[src/rtl/srp_buff_reader.sv]
// Streams one frame of bytes out of a circular BRAM buffer through a 2-entry FIFO.
// Optional feature: define SRP_RD_ABORT_EN to add an abort input that cancels the frame.
module srp_buff_reader #(
  parameter int DEPTH = 2240,
  parameter int AW    = 12,
  parameter int DW    = 8
) (
  input  logic          clk,
  input  logic          rst_n,
`ifdef SRP_RD_ABORT_EN
  input  logic          abort,
`endif
  input  logic          start,
  input  logic [AW-1:0] start_addr,
  input  logic [AW-1:0] length,
  output logic          bram_en,
  output logic          bram_we,
  output logic [AW-1:0] bram_addr,
  input  logic [DW-1:0] bram_dout,
  output logic [DW-1:0] m_data,
  output logic          m_valid,
  input  logic          m_ready,
  output logic          busy,
  output logic          done
);

  typedef enum logic [1:0] {IDLE, READ, DRAIN, FIN} state_t;

  localparam logic [AW-1:0] DEPTH_A = AW'(DEPTH);
  localparam logic [AW-1:0] LAST_A  = AW'(DEPTH - 1);

  state_t        state, state_next;
  logic [AW-1:0] rd_addr;
  logic [AW-1:0] rd_left;
  logic [AW-1:0] out_left;
  logic          inflight;
  logic [DW-1:0] fifo_mem [2];
  logic          wr_ptr, rd_ptr;
  logic [1:0]    count;

  logic          abort_hit;
  logic          push, pop, issue;
  logic [2:0]    held;
  logic [AW-1:0] eff_len, start_base;

`ifdef SRP_RD_ABORT_EN
  assign abort_hit = abort && (state != IDLE);
`else
  assign abort_hit = 1'b0;
`endif

  assign eff_len    = (length > DEPTH_A) ? DEPTH_A : length;
  assign start_base = (start_addr >= DEPTH_A) ? (start_addr - DEPTH_A) : start_addr;

  // Occupancy counts this cycle's pop, so a read can be issued every clock while the sink keeps up.
  assign push  = inflight;
  assign pop   = m_valid && m_ready;
  assign held  = {2'b00, inflight} + {1'b0, count} - {2'b00, pop};
  assign issue = (state == READ) && (held < 3'd2);

  assign bram_en   = issue;
  assign bram_we   = 1'b0;
  assign bram_addr = rd_addr;
  assign m_valid   = (count != 2'd0);
  assign m_data    = fifo_mem[rd_ptr];
  assign busy      = (state != IDLE);
  assign done      = (state == FIN) && !abort_hit;

  always_ff @(posedge clk or negedge rst_n) begin
    // NOTE: state registers use non-blocking assignments so every flop samples pre-edge values.
    if (!rst_n) state <= IDLE;
    else        state <= state_next;
  end

  always_comb begin
    // NOTE: default first, so no path leaves state_next unassigned and no latch is inferred.
    state_next = state;
    unique case (state)
      IDLE:  if (start) state_next = (eff_len == '0) ? FIN : READ;
      READ:  if (issue && rd_left == AW'(1)) state_next = DRAIN;
      DRAIN: if (pop && out_left == AW'(1)) state_next = FIN;
      FIN:   state_next = IDLE;
      default: state_next = IDLE;
    endcase
    if (abort_hit) state_next = IDLE;
  end

  always_ff @(posedge clk or negedge rst_n) begin
    if (!rst_n) begin
      rd_addr  <= '0;
      rd_left  <= '0;
      out_left <= '0;
      inflight <= 1'b0;
      wr_ptr   <= 1'b0;
      rd_ptr   <= 1'b0;
      count    <= '0;
      // NOTE: the FIFO storage is reset too because its head drives m_data, which must read 0 in reset.
      fifo_mem[0] <= '0;
      fifo_mem[1] <= '0;
    end else if (abort_hit) begin
      inflight <= 1'b0;
      wr_ptr   <= 1'b0;
      rd_ptr   <= 1'b0;
      count    <= '0;
      rd_left  <= '0;
      out_left <= '0;
    end else begin
      if (state == IDLE && start) begin
        rd_addr  <= start_base;
        rd_left  <= eff_len;
        out_left <= eff_len;
      end
      inflight <= issue;
      if (issue) begin
        rd_addr <= (rd_addr == LAST_A) ? '0 : rd_addr + AW'(1);
        rd_left <= rd_left - AW'(1);
      end
      if (push) begin
        fifo_mem[wr_ptr] <= bram_dout;
        wr_ptr           <= ~wr_ptr;
      end
      if (pop) begin
        rd_ptr   <= ~rd_ptr;
        out_left <= out_left - AW'(1);
      end
      count <= count + {1'b0, push} - {1'b0, pop};
    end
  end

endmodule

[config.mk]
export PLATFORM = sky130hd
export DESIGN_NAME = srp_buff_reader
export DESIGN_NICKNAME = d
export VERILOG_FILES = /design/src/rtl/srp_buff_reader.sv
export SDC_FILE = /design/constraint.sdc
export NUM_CORES = 1
export LEC_CHECK = 0
export BUFFER_PORTS_ARGS = -buffer_cell sky130_fd_sc_hd__buf_2
export CORE_MARGIN = 8
export CORE_UTILIZATION = 25
export DETAILED_ROUTE_END_ITERATION = 8
export SLEW_MARGIN = 10
export SYNTH_ARGS = -nofsm -noshare
export SYNTH_HDL_FRONTEND = slang
export SYNTH_SLANG_ARGS = --single-unit
[constraint.sdc]
create_clock -name clk -period 6.5 [get_ports clk]
set_clock_uncertainty 0.2 [all_clocks]
set_input_delay 0 -clock clk [delete_from_list [all_inputs] [get_ports clk]]
set_output_delay 0 -clock clk [all_outputs]
set_load 0.01 [all_outputs]
; ---- After elaboration in Yosys (flattened, before gate mapping)
; Cells that the tools add are included.
[word_totals]
in_bits = 36
word_cells = 69
rom_bits = 0
register_bits = 59
ramBits = 0
out_inout_bits = 25
latchBits = 0
memories = 0
[classes]
multipliers = 0
n_eq_ne = 9
magnitude_cmp = 6
bitwise = 4
n_reduce_logical = 13
n_div = 0
shift = 0
muxes = 19
n_addsub = 8
[op_table]
columns = op, n
row1 = 12-bit two-way mux, 8
row2 = 8-bit two-way mux, 4
row3 = 12-bit by 1-bit equality test with 1-bit output (second input constant), 2
row4 = 12-bit by 1-bit subtractor with 12-bit output (second input constant), 2
row5 = 16-bit bitwise mux, 1
row6 = 12-bit by 1-bit adder with 12-bit output (second input constant), 1
row7 = 12-bit equality test (second input constant), 1
row8 = 12-bit greater-or-equal comparator (second input constant), 1
row9 = 12-bit greater-than comparator (second input constant), 1
row10 = 12-bit zero test, 1
row11 = 12-bit subtractor (second input constant), 1
row12 = 8-bit demux with 1-bit select, 1
row13 = 2-bit two-way mux, 4
row14 = 2-bit case mux with 4 select lines, 1
row15 = 2-bit nonzero test, 4
row16 = 1-bit logical AND, 6
row17 = 2-bit equality test (second input constant), 2
row18 = 2-bit greater-or-equal comparator (second input constant), 2
row19 = 2-bit inequality test (second input constant), 2
row20 = 1-bit inverter with 2-bit output, 2
row21 = 1-bit by 2-bit adder with 3-bit output, 1
row22 = 3-bit by 2-bit less-than comparator with 1-bit output (second input constant), 1
row23 = 3-bit AND reduction, 1
row24 = 3-bit by 1-bit subtractor with 3-bit output, 1
row25 = other kinds (7), 8

; ---- Depth between registers and ports, before layout
; Gate-level depths: netlist of run 1.
[logic_depth]
depth_word = 8
ltp_mapped = 12
ltp_nobuf = 11

; ---- Least setup slack after synthesis of run 1
; No wires, ideal clock.
[synth_path]
kind = register to register
startpoint = reg count[1]
endpoint = reg rd_addr[2], in the netlist bram_addr[2]
required_time_ps = 6174
arrival_ps = 2374
path_buffers = 1
setup_time_ps = 126
synth_period_minus_slack_ps = 2700
path_stages_with_launch = 11
path_slack_ps = 3800
path_cell_list = dfrtp_1 nand3_1 o21ai_0 ha_1 fa_1 nand2b_1 or2_1 inv_2 nor2_1 clkbuf_1 a221o_1
[synth_between]
elab_chain_len = 6
elab_cells_between_ends = 8
classes_between = 2 x add/sub / 1 x order compare / 1 x mux / 4 x reduce/logical
[synth_lines]
columns = element, line_no
row1 = "start, declared", 39  ; logic [1:0] count;
row2 = "start signal, assigned", 126  ; count <= count + {1'b0, push} - {1'b0, pop};
row3 = "parallel branches: the longest is 2 deep, another holds 1-bit by 2-bit adder with 3-bit output", -
row4 = 3-bit by 1-bit subtractor with 3-bit output *, 58  ; assign held = {2'b00, inflight} + {1'b0, count} - {2'b00, pop};
row5 = named net held[1], 43  ; logic [2:0] held;
row6 = 3-bit by 2-bit less-than comparator with 1-bit output *, 59  ; assign issue = (state == READ) && (held < 3'd2);
row7 = 1-bit logical AND *, 59
row8 = 12-bit two-way mux or 2-bit nonzero test (tied branches), -
row9 = "end signal, assigned", 109  ; rd_addr <= start_base;
row10 = "end signal, assigned", 115  ; rd_addr <= (rd_addr == LAST_A) ? '0 : rd_addr + AW'(1);
row11 = "end, declared", 33  ; logic [AW-1:0] rd_addr;
; Mark *: on every way through the listed nets, which the timed path passes.
; A chain may end at the register's enable or synchronous reset.

; ---- Worst setup path after layout of run 1
[layout_path]
startpoint = reg count[0]
endpoint = reg rd_addr[11], in the netlist bram_addr[11]
[layout_between]
elab_chain_len = 6
elab_cells_between_ends = 8
classes_between = 2 x add/sub / 1 x order compare / 1 x mux / 4 x reduce/logical
[layout_lines]
columns = element, line_no
row1 = "parallel branches: the longest is 2 deep, another holds 1-bit by 2-bit adder with 3-bit output", -
row2 = 3-bit by 1-bit subtractor with 3-bit output *, 58
row3 = 3-bit by 2-bit less-than comparator with 1-bit output *, 59
row4 = 1-bit logical AND *, 59
row5 = 12-bit two-way mux or 2-bit nonzero test (tied branches), -
; Mark *: on every way between the ends.

==> metrics.txt, run 1 <==
top-level port count between 60 and 70; Vert. Die Dim around 130 um; Fin. Hold Viols 0; register area share after synthesis 42.43%; Slew HR 43.70%; CP Capture Type flop; Slew @ Worst Pin 841.4 ps; outcome finished, final reports clean; DR vias 3237; GRT Residual Overflow 0; leading area contributor after synthesis dfrtp_1; Placed Area 3964 um2; Async SR Flop Fraction 100.0%; # clock sinks 59; crit-path cells inv_1 > nand3_1 > o21ai_0 > ha_1 > fa_1 > xnor2_1 > or2_1 > inv_2 > nor2_1 > nand4b_1 > dlygate4sd3_1 > nand3_1; WP data required between 6000 and 7000 ps; clock buffer depth 2; Final Cell Area around 4700 um2; number of remaining DRC errors 0; crit-path max FO 26; HPWL Detailed 7018 um; P per Cell Area 480.7 nW/um2; Rows 43; post-synth top area share 42.43%; Starting Density approximately 25%; number of diodes 0; Synth Register Bits 59; Startpoint Class flop; area delta synth->final 34.09%; number of global-route vias before repair 3266; Final min period 4413 ps; mapped cell area 3480 um2; final setup violation count 0; cells after synthesis 361; synthesized area per cell just under 10 um2; critical path buffer and inverter count 3; Via-to-Cell Ratio 5.058; number of flops mapped to enable cells by yosys 0; Yosys cell types 61; worst hold slack 8.790 ps; worst hold-check path type input pin to flop; Power, Total 2.243 mW; Worst path max stage delay 750 ps; Root Driver clkbuf_16; CTS Buf Count 9; max-slew violations 0; Slowest-stage cell, CP nor2_1; WP data arrival around 4500 ps; Worst Setup Path Type flop to flop; TritonCTS clock tree built; DR pass1 iterations 4; syn nets between 400 and 500; Die ar. 17950 um2; WL final between 9000 and 10000 um; pre-CTS setup slack 2608 ps; synth warn 0; ys flop type dfrtp_1; final worst slack 2087 ps; Final GP Congestion about 0.86; delay-heaviest family, CP simple AND/OR/NAND/NOR gates; port bufs 59; first-pass GRT wire length approximately 16000 um; Leak 1.984 nW; initial DRC count 210; later-pin clock latency in the skew report 340 ps; layout cells sized above 1 24.35%; Clock transition at path regs 60 ps; htree depth 3; Max Fclk ~230 MHz; Total Neg Setup Slack 0 ps; core box area 13720 um2; nets 504; CP dominant cell by count nand3_1; Max Cap Viol 0; WL/cell 15.60 um; fin crit share 67.89%; GR Util All Layers between 10% and 20%; antenna violations before repair 0; largest net degree at the start of global routing 60; DRT antenna net count 0; Area contributors post-synth dfrtp_1, mux2_2, ha_1, nand2_1, nor2_1; Die Wd 134.0 um; unrepaired setup endpoints after global routing no; Max VDD drop 0.2135 mV
-- report_power, final --
group / switching (mW) / internal, mW / leakage (nW)
combinational: 0.509 / 0.425 / 1.10
clock: 0.173 / 0.405 / 0.179
sequential: 0.184 / 0.545 / 0.707
total: 0.867 / 1.38 / 1.98
-- tightest hold or removal path, delay by kind of cell --
family                 cells  cell delay [ps]
AND/OR/NAND/NOR            2              320
buffers and inverters      1              100
AO/OA/AOI/OAI              1               80
-- state kept, by name (all words and copies together), names as in the netlist --
signal,flops
out_left,12
wr_ptr,1
bram_addr,12
count,2
state,2
inflight,1
rd_left,12
rd_ptr,1
fifo_mem,16
-- cells in the mapped netlist, types with 3 or more instances --
master     n
a221o_1    6
nor2_1    26
o21ai_2    3
o21ai_1    7
xnor2_1    3
or4_1      3
or3_1      6
clkbuf_1   9
mux2_2    25
inv_1     12
nand2b_1   4
dfrtp_1   59
o21a_1     3
ha_1      12
nor3_1    15
a22oi_1    4
a311oi_1   3
a211o_1    4
mux2i_1    3
nor4_1     9
xor2_1     3
and2_1     4
o21ai_0   14
nand3_1   17
nor3b_1    4
nor2b_1    4
a211oi_1   5
a21oi_1   18
nand2_1   33
-- layout make-up --
type	count	area, um2
well taps	180	225.2
repair buffers	95	650.6
inverters	13	48.80
clock inverters	4	95.09
flip-flops and latches	59	1476
fillers	1382	9054
multi-input cells	277	1903
clock buffers	12	266.5
-- cell families (layout without fill, tap and decap cells) --
logic type      Yosys count  count (layout)  synth area share [%]
xor+xnor                  6               6                 1.511
fa+ha+maj                13              13                 4.890
flops                    59              59                 42.43
mux                      30              30                 9.601
simple gates            139             139                 20.89
buf+inv                  25             124                 2.876
other cells               1               1                0.1078
compound gates           88              88                 17.69
-- layout by cell type (no fill, tap or decap), types with 12 or more instances in the layout --
cell type      count
ha_1              12
nor3_1            15
o21ai_0           14
buf_2             59
dlygate4sd3_1     34
inv_1             12
nor2_1            26
dfrtp_1           59
a21oi_1           18
nand3_1           17
nand2_1           33
mux2_2            25
-- metrics by stage --
step	std cells	util, %
global route	640	34.01
floorplan	361	-
CTS	640	34.01
finish	640	34.01
global placement	590	28.89
detailed placement	590	28.89
-- routing by layer --
layer  up-vias  wire length [um]  global-route usage (%)
met5         -                 0                       0
met4         0               237                   4.928
met3        19               691                   4.413
met2       121              4543                   17.37
met1      1554              4513                   13.87
li1       1543                 -                       -
-- final timing paths --
path,slack (ps),start,to,cells past startpoint
max,2090,count[0]$_DFF_PN0_,bram_addr[11]$_DFFE_PN0P_,12
min,9,length[8],rd_left[8]$_DFFE_PN0P_,4
min reg2reg,290,wr_ptr$_DFFE_PN0P_,wr_ptr$_DFFE_PN0P_,1
max in group asynchronous,5400,rst_n,fifo_mem[10]$_DFFE_PN0P_,3
min in group asynchronous,180,rst_n,rd_left[0]$_DFFE_PN0P_,3
max reg2reg,2090,count[0]$_DFF_PN0_,bram_addr[11]$_DFFE_PN0P_,12
-- what timing repair did --
action	in CTS	in global routing
endpoints found under the setup margin	0	0
setup buffers	0	0
endpoints found under the hold margin	109	0
hold buffers	34	0
gates resized for setup	0	0
(Power assumes the default switching activity.)
==> run 2, diff against run 1 <==
--- a/config.mk
+++ b/config.mk
@@ -5,6 +5,7 @@
 export SDC_FILE = /design/constraint.sdc
 export NUM_CORES = 1
 export LEC_CHECK = 0
+export ABC_AREA = 1
 export BUFFER_PORTS_ARGS = -buffer_cell sky130_fd_sc_hd__buf_2
 export CORE_MARGIN = 8
 export CORE_UTILIZATION = 25
==> constraint.sdc (replaced) <==
create_clock -name clk -period 4.5 [get_ports clk]
set_clock_uncertainty 0.2 [all_clocks]
set_input_delay 0 -clock clk [delete_from_list [all_inputs] [get_ports clk]]
set_output_delay 0 -clock clk [all_outputs]
set_load 0.01 [all_outputs]
==> run 2 against run 1 <==
Compared with the run above: cell count is 25% higher; global-route usage is 0.63 points lower; largest cell class unchanged; worst setup slack got worse by 1400 ps; fmax grew 17%.
==> metrics.txt, run 2 <==
outcome finished, final reports clean; fillers 1533 (+11%); commonest non-fill, non-tap cells in the layout nand2_1, inv_1, dfrtp_1, buf_2; antenna violations before repair 0 (unchanged); register area share after synthesis 39.48% (-3.0 points); Total Neg Setup Slack 0 ps (unchanged); DRT antenna net count 0 (unchanged); Leak 2.376 nW (+20%); largest net degree at the start of global routing 60 (unchanged); GR Util All Layers 10.72% (-0.63 points); Yosys cell types 41 (-33%); initial DRC count 182 (-13%); most common cell after layout, fill and taps aside nand2_1; Final Util 33.40% (-0.61 points); worst hold-check path type input pin to flop; layer with the highest usage met2; Max Cap Viol 0 (unchanged); CP Capture Type flop; fin crit share 83.76% (+16 points); Vert. Die Dim 138.3 um (+3.2%); number of diodes 0 (unchanged); Async SR Flop Fraction 100.0% (unchanged); Area contributors post-synth dfrtp_1, nand2_1, inv_1, o21ai_0, nand3_1; number of global-route vias before repair 3536 (+8.3%); Placed Area 4179 um2 (+5.4%); number of remaining DRC errors 0 (unchanged); Final Cell Area 4872 um2 (+4.4%); GRT Residual Overflow 0 (unchanged); Worst Setup Path Type flop to flop; clock buffer depth 2 (unchanged); Clock transition at path regs 50 ps (about the same); final worst slack 730.7 ps (-1356 ps); top-level port count 61 (unchanged); WL/cell 12.57 um (-19%); unrepaired setup endpoints after global routing no; port bufs 59 (unchanged); CTS Buf Count 9 (unchanged); met2 usage 16.95% (-0.42 points); post-synth top area share 39.48% (-3.0 points); WP data arrival 3780 ps (-700 ps); first-pass GRT wire length 17260 um (+6.7%); synthesized area per cell 7.262 um2 (-25%); post-CTS setup buffers 0 (unchanged); mapped cell area 3740 um2 (+7.5%); register area 1476 um2 (unchanged); Via-to-Cell Ratio 4.526 (-11%); Die ar. 19130 um2 (+6.6%); DR vias 3621 (+12%); HPWL Detailed 7508 um (+7.0%); Fin. Hold Viols 0 (unchanged); Die Wd 138.3 um (+3.2%); htree depth 3 (unchanged); Slew @ Worst Pin 775.9 ps (-65.51 ps); Synth top cells by count nand2_1, inv_1, dfrtp_1; syn nets 564 (+38%); DR pass1 iterations 4 (unchanged); Largest register FFs 16 (unchanged); pre-CTS setup slack 1261 ps (-1346 ps); Top reg by flops fifo_mem; area delta synth->final 30.28%; WP data required 4510 ps (-2060 ps); synth warn 0 (unchanged); Root Driver clkbuf_16; ys flop type dfrtp_1; Max VDD drop 0.2316 mV (+8.5%); P per Cell Area 650.7 nW/um2 (+35%); number of flops mapped to enable cells by yosys 0 (unchanged); grt met1 use 13.44% (-0.43 points); final setup violation count 0 (unchanged); nets 661 (+31%); grt met3 use 2.671% (-1.7 points); # clock sinks 59 (unchanged); cells after synthesis 515 (+43%); layout cells sized above 1 16.88% (-7.5 points); WL final 10050 um (+0.68%); TritonCTS clock tree built; leading area contributor after synthesis dfrtp_1; Final min period 3769 ps (-643.6 ps); Startpoint Class flop; Final GP Congestion 0.8397 (-2.5%); Max Fclk 265.3 MHz (+17%); Rows 44 (+2.3%); crit-path max FO 20 (-23%); Multi-input gate area 1899 um2 (-0.20%); later-pin clock latency in the skew report 330 ps (about the same); max-slew violations 0 (unchanged); most frequent cell after synthesis nand2_1; Starting Density 25.63% (+0.27 points); Slew HR 48.27% (+4.6 points); Synth Register Bits 59 (unchanged); core box area 14590 um2 (+6.3%)
## run 2: cell types whose count changed after synthesis, moves of 8 or more
| cell | change |
|---|---|
| a21oi_1 | -8 |
| clkbuf_1 | -8 |
| inv_1 | +51 |
| mux2_2 | -25 |
| nand2_1 | +104 |
| nand3_1 | +27 |
| nor2_1 | +21 |
| nor3_1 | -11 |
| o21ai_0 | +33 |
## run 2: what timing repair did
item | in CTS | in global routing
resized for setup | 0 | 0
hold buffers | 39 | 0
endpoints found under the hold margin | 113 | 0
## run 2: path summary, 6_finish.rpt
check | endpoint | cells past startpoint | slack, ps | start
min | bram_addr[7]$_DFFE_PN0P_ | 5 | 9 | start_addr[7]
max in group asynchronous | bram_addr[11]$_DFFE_PN0P_ | 3 | 3410 | rst_n
min reg2reg | fifo_mem[6]$_DFFE_PN0P_ | 2 | 280 | fifo_mem[6]$_DFFE_PN0P_
min in group asynchronous | fifo_mem[4]$_DFFE_PN0P_ | 3 | 160 | rst_n
max reg2reg | bram_addr[11]$_DFFE_PN0P_ | 17 | 730 | count[1]$_DFF_PN0_
max | bram_addr[11]$_DFFE_PN0P_ | 17 | 730 | count[1]$_DFF_PN0_
## run 2: power breakdown
group	switching, mW	internal (mW)
Clock	0.243	0.454
Combinational	0.872	0.562
Sequential	0.241	0.798
Total	1.36	1.81
## run 2: per-layer routing
layer,part of all wire [%],wire (um)
met1,48,4850
met2,46,4647
met3,4.2,425
met4,1.3,129
met5,0,0
## run 2: area by class of cell
cell class              count  share of cell area (%)
multi-input cells         372                   38.98
flip-flops and latches     59                   30.30
repair buffers            100                   14.38
inverters                  70                   5.393
clock buffers              11                   5.187
well taps                 184                   4.725
clock inverters             4                   1.027
## run 2: logic make-up after synthesis
logic type / synth area share [%]
AND/OR/NAND/NOR: 30.48
AO/OA/AOI/OAI: 13.78
buffers and inverters: 9.735
flip-flops: 39.48
adder cells (fa/ha/maj): 4.550
XOR/XNOR: 1.874
other: 0.1003
## run 2: worst max-delay path: stages (launching register included)
cell           delay [ps]
dfrtp_1               400
inv_2                  90
nand2_2                60
nand2_2               200
inv_2                 170
nand2_1               130
o21ai_0               110
ha_1                  210
fa_1                  460
inv_1                  70
nand2_1                60
nor2_2                140
inv_2                 160
nand2_2               350
o21ai_0               130
dlygate4sd3_1         580
nor2_1                 90
nor2_1                 40
## run 2: through the flow
step                cells  power, mW  hold WS (ps)
floorplan             515      2.047        -495.6
global placement      746      2.433         23.30
detailed placement    746      2.449         18.48
CTS                   800      3.209         22.40
global route          800      3.486         39.18
finish                800      3.170         8.900
==> run 3, diff against run 2 <==
--- a/config.mk
+++ b/config.mk
@@ -5,7 +5,7 @@
 export SDC_FILE = /design/constraint.sdc
 export NUM_CORES = 1
 export LEC_CHECK = 0
-export ABC_AREA = 1
+export ABC_AREA = 0
 export BUFFER_PORTS_ARGS = -buffer_cell sky130_fd_sc_hd__buf_2
 export CORE_MARGIN = 8
 export CORE_UTILIZATION = 25
==> constraint.sdc (replaced) <==
create_clock -name clk -period 3.2 [get_ports clk]
set_clock_uncertainty 0.2 [all_clocks]
set_input_delay 0 -clock clk [delete_from_list [all_inputs] [get_ports clk]]
set_output_delay 0 -clock clk [all_outputs]
set_load 0.01 [all_outputs]
==> run 3 against run 2 <==
Compared with the run above: worst hold slack improved by 56 ps; cell area decreased by 2.9%; die area decreased by 6.2%; sequential share of layout area increased by 0.91 points; register-to-register slack got worse by 470 ps; non-clock buffer count increased by 4; combinational power increased by 36%; wire length increased by 0.36%; first-iteration DRC count increased by 6.6%; count of clock-buffer cells in the layout unchanged; highest routed layer unchanged.
==> metrics.txt, run 3 (synthesis results as in run 1) <==
outcome finished, final reports clean; antenna violations before repair 0 (unchanged); r2r startpoint count[0]$_DFF_PN0_; DRT antenna net count 0 (unchanged); CP Capture Type flop; Power, Total 4.566 mW (+44%); post-CTS setup buffers 0 (unchanged); nets 513 (-22%); Final GP Congestion 0.8225 (-2.0%); htree depth 3 (unchanged); initial DRC count 194 (+6.6%); Max Cap Viol 0 (unchanged); GR Util All Layers 11.52% (+0.80 points); Fin. Hold Viols 0 (unchanged); Slew @ Worst Pin 795.0 ps (+19.07 ps); Max Fclk 339.7 MHz (+28%); area delta synth->final 35.92%; Via-to-Cell Ratio 4.958 (+9.5%); CTS Buf Count 9 (unchanged); Die Wd 134.0 um (-3.1%); final setup violation count 0 (unchanged); crit-path cells inv_1 > nand3_1 > o21ai_0 > ha_1 > fa_1 > nand2b_1 > or2_1 > inv_2 > buf_4 > nor2_2 > a21o_1 > a211o_1; largest net degree at the start of global routing 29 (-52%); Largest register FFs 16 (unchanged); WP data required 3210 ps (-1300 ps); TritonCTS clock tree built; # clock sinks 59 (unchanged); number of remaining DRC errors 0 (unchanged); P per Cell Area 965.4 nW/um2 (+48%); Slowest-stage cell, CP fa_1; Worst Setup Path Type flop to flop; clock buffer depth 2 (unchanged); number of global-route vias before repair 3341 (-5.5%); unrepaired setup endpoints after global routing no; Slew HR 46.89% (-1.4 points); crit-path max FO 8 (-60%); Starting Density 25.36% (-0.27 points); top-level port count 61 (unchanged); Root Driver clkbuf_16; max-slew violations 0 (unchanged); fin crit share 91.99% (+8.2 points); core box area 13720 um2 (-6.0%); final worst slack 256.4 ps (-474.3 ps); Final min period 2944 ps (-825.7 ps); port bufs 59 (unchanged); WL final 10090 um (+0.36%); HPWL Detailed 7325 um (-2.4%); Rows 43 (-2.3%); pre-CTS setup slack 84.79 ps (-1176 ps); Clock transition at path regs 60 ps (about the same); Total Neg Setup Slack 0 ps (unchanged); worst hold-check path type input pin to async pin; Leak 2.025 nW (-15%); WL/cell 15.55 um (+24%); commonest non-fill, non-tap cells in the layout dfrtp_1, buf_2, dlygate4sd3_1; DR pass1 iterations 4 (unchanged); WP data arrival 2960 ps (-820 ps); Worst path max stage delay 440 ps (-140 ps); Die ar. 17950 um2 (-6.2%); Vert. Die Dim 134.0 um (-3.1%); first-pass GRT wire length 16590 um (-3.9%); Max VDD drop 0.5123 mV (+120%); GRT Residual Overflow 0 (unchanged); DR vias 3218 (-11%); Startpoint Class flop; Top reg by flops fifo_mem; number of diodes 0 (unchanged); CP startpoint count[0]$_DFF_PN0_; later-pin clock latency in the skew report 330 ps (about the same); layout cells sized above 1 25.59% (+8.7 points)
## run 3: cell count changes in the layout (fill, tap and decap cells not counted), moves of 8 or more
cell / before / now
nand2_1: 137 / 32
inv_1: 63 / 12
o21ai_0: 47 / 14
nand3_1: 44 / 17
mux2_2: 0 / 25
nor2_1: 47 / 24
nor3_1: 4 / 15
a21oi_1: 10 / 18
## run 3: per-layer routing
metal,global-route usage [%],vias to the layer above,share of wire (%)
li1,-,1556,-
met1,14.41,1546,45
met2,18.26,105,46
met3,4.039,11,6.8
met4,3.431,0,1.3
met5,0,-,0
## run 3: final timing paths
kind,end,slack (ps),cells past startpoint
hold / removal,out_left[0]$_DFFE_PN0P_,70,3
max in group asynchronous,out_left[3]$_DFFE_PN0P_,1720,3
min in group clk,state[0]$_DFFE_PN0P_,120,5
hold reg to reg,wr_ptr$_DFFE_PN0P_,290,1
setup / recovery,bram_addr[9]$_DFFE_PN0P_,260,12
setup reg to reg,bram_addr[9]$_DFFE_PN0P_,260,12
## run 3: layout make-up
class | count | area (um2)
repair buffers | 104 | 725.7
fillers | 1400 | 8990
inverters | 13 | 48.80
flip-flops and latches | 59 | 1476
well taps | 180 | 225.2
clock buffers | 11 | 242.7
multi-input cells | 277 | 1911
clock inverters | 5 | 100.1
## run 3: report_power, final
| part | internal, mW | switching (mW) | total, mW |
|---|---|---|---|
| Sequential | 1.11 | 0.382 | 1.49 |
| Clock | 0.779 | 0.346 | 1.12 |
| Combinational | 0.911 | 1.04 | 1.95 |
## run 3: worst max-delay path, delay by kind of cell (launching register included)
kind	cells	cell delay, ps
buf+inv	3	350
flops	1	400
compound gates	3	570
simple gates	4	680
fa+ha+maj	2	630
## run 3: through the flow
step                area (um2)  instances  hold WS [ps]  util (%)
global route              4730        649         82.48     34.47
detailed placement        4009        596        -264.3     29.22
global placement          4009        596        -267.2     29.22
finish                    4730        649         65.20     34.47
CTS                       4722        649         74.27     34.42
floorplan                 3480        361        -495.6         -
## run 3: repair_timing
item	4_1_cts	5_1_grt
endpoints found under the hold margin	111	0
setup endpoints to repair	0	15
gates resized for setup	0	3
hold buffers	37	0
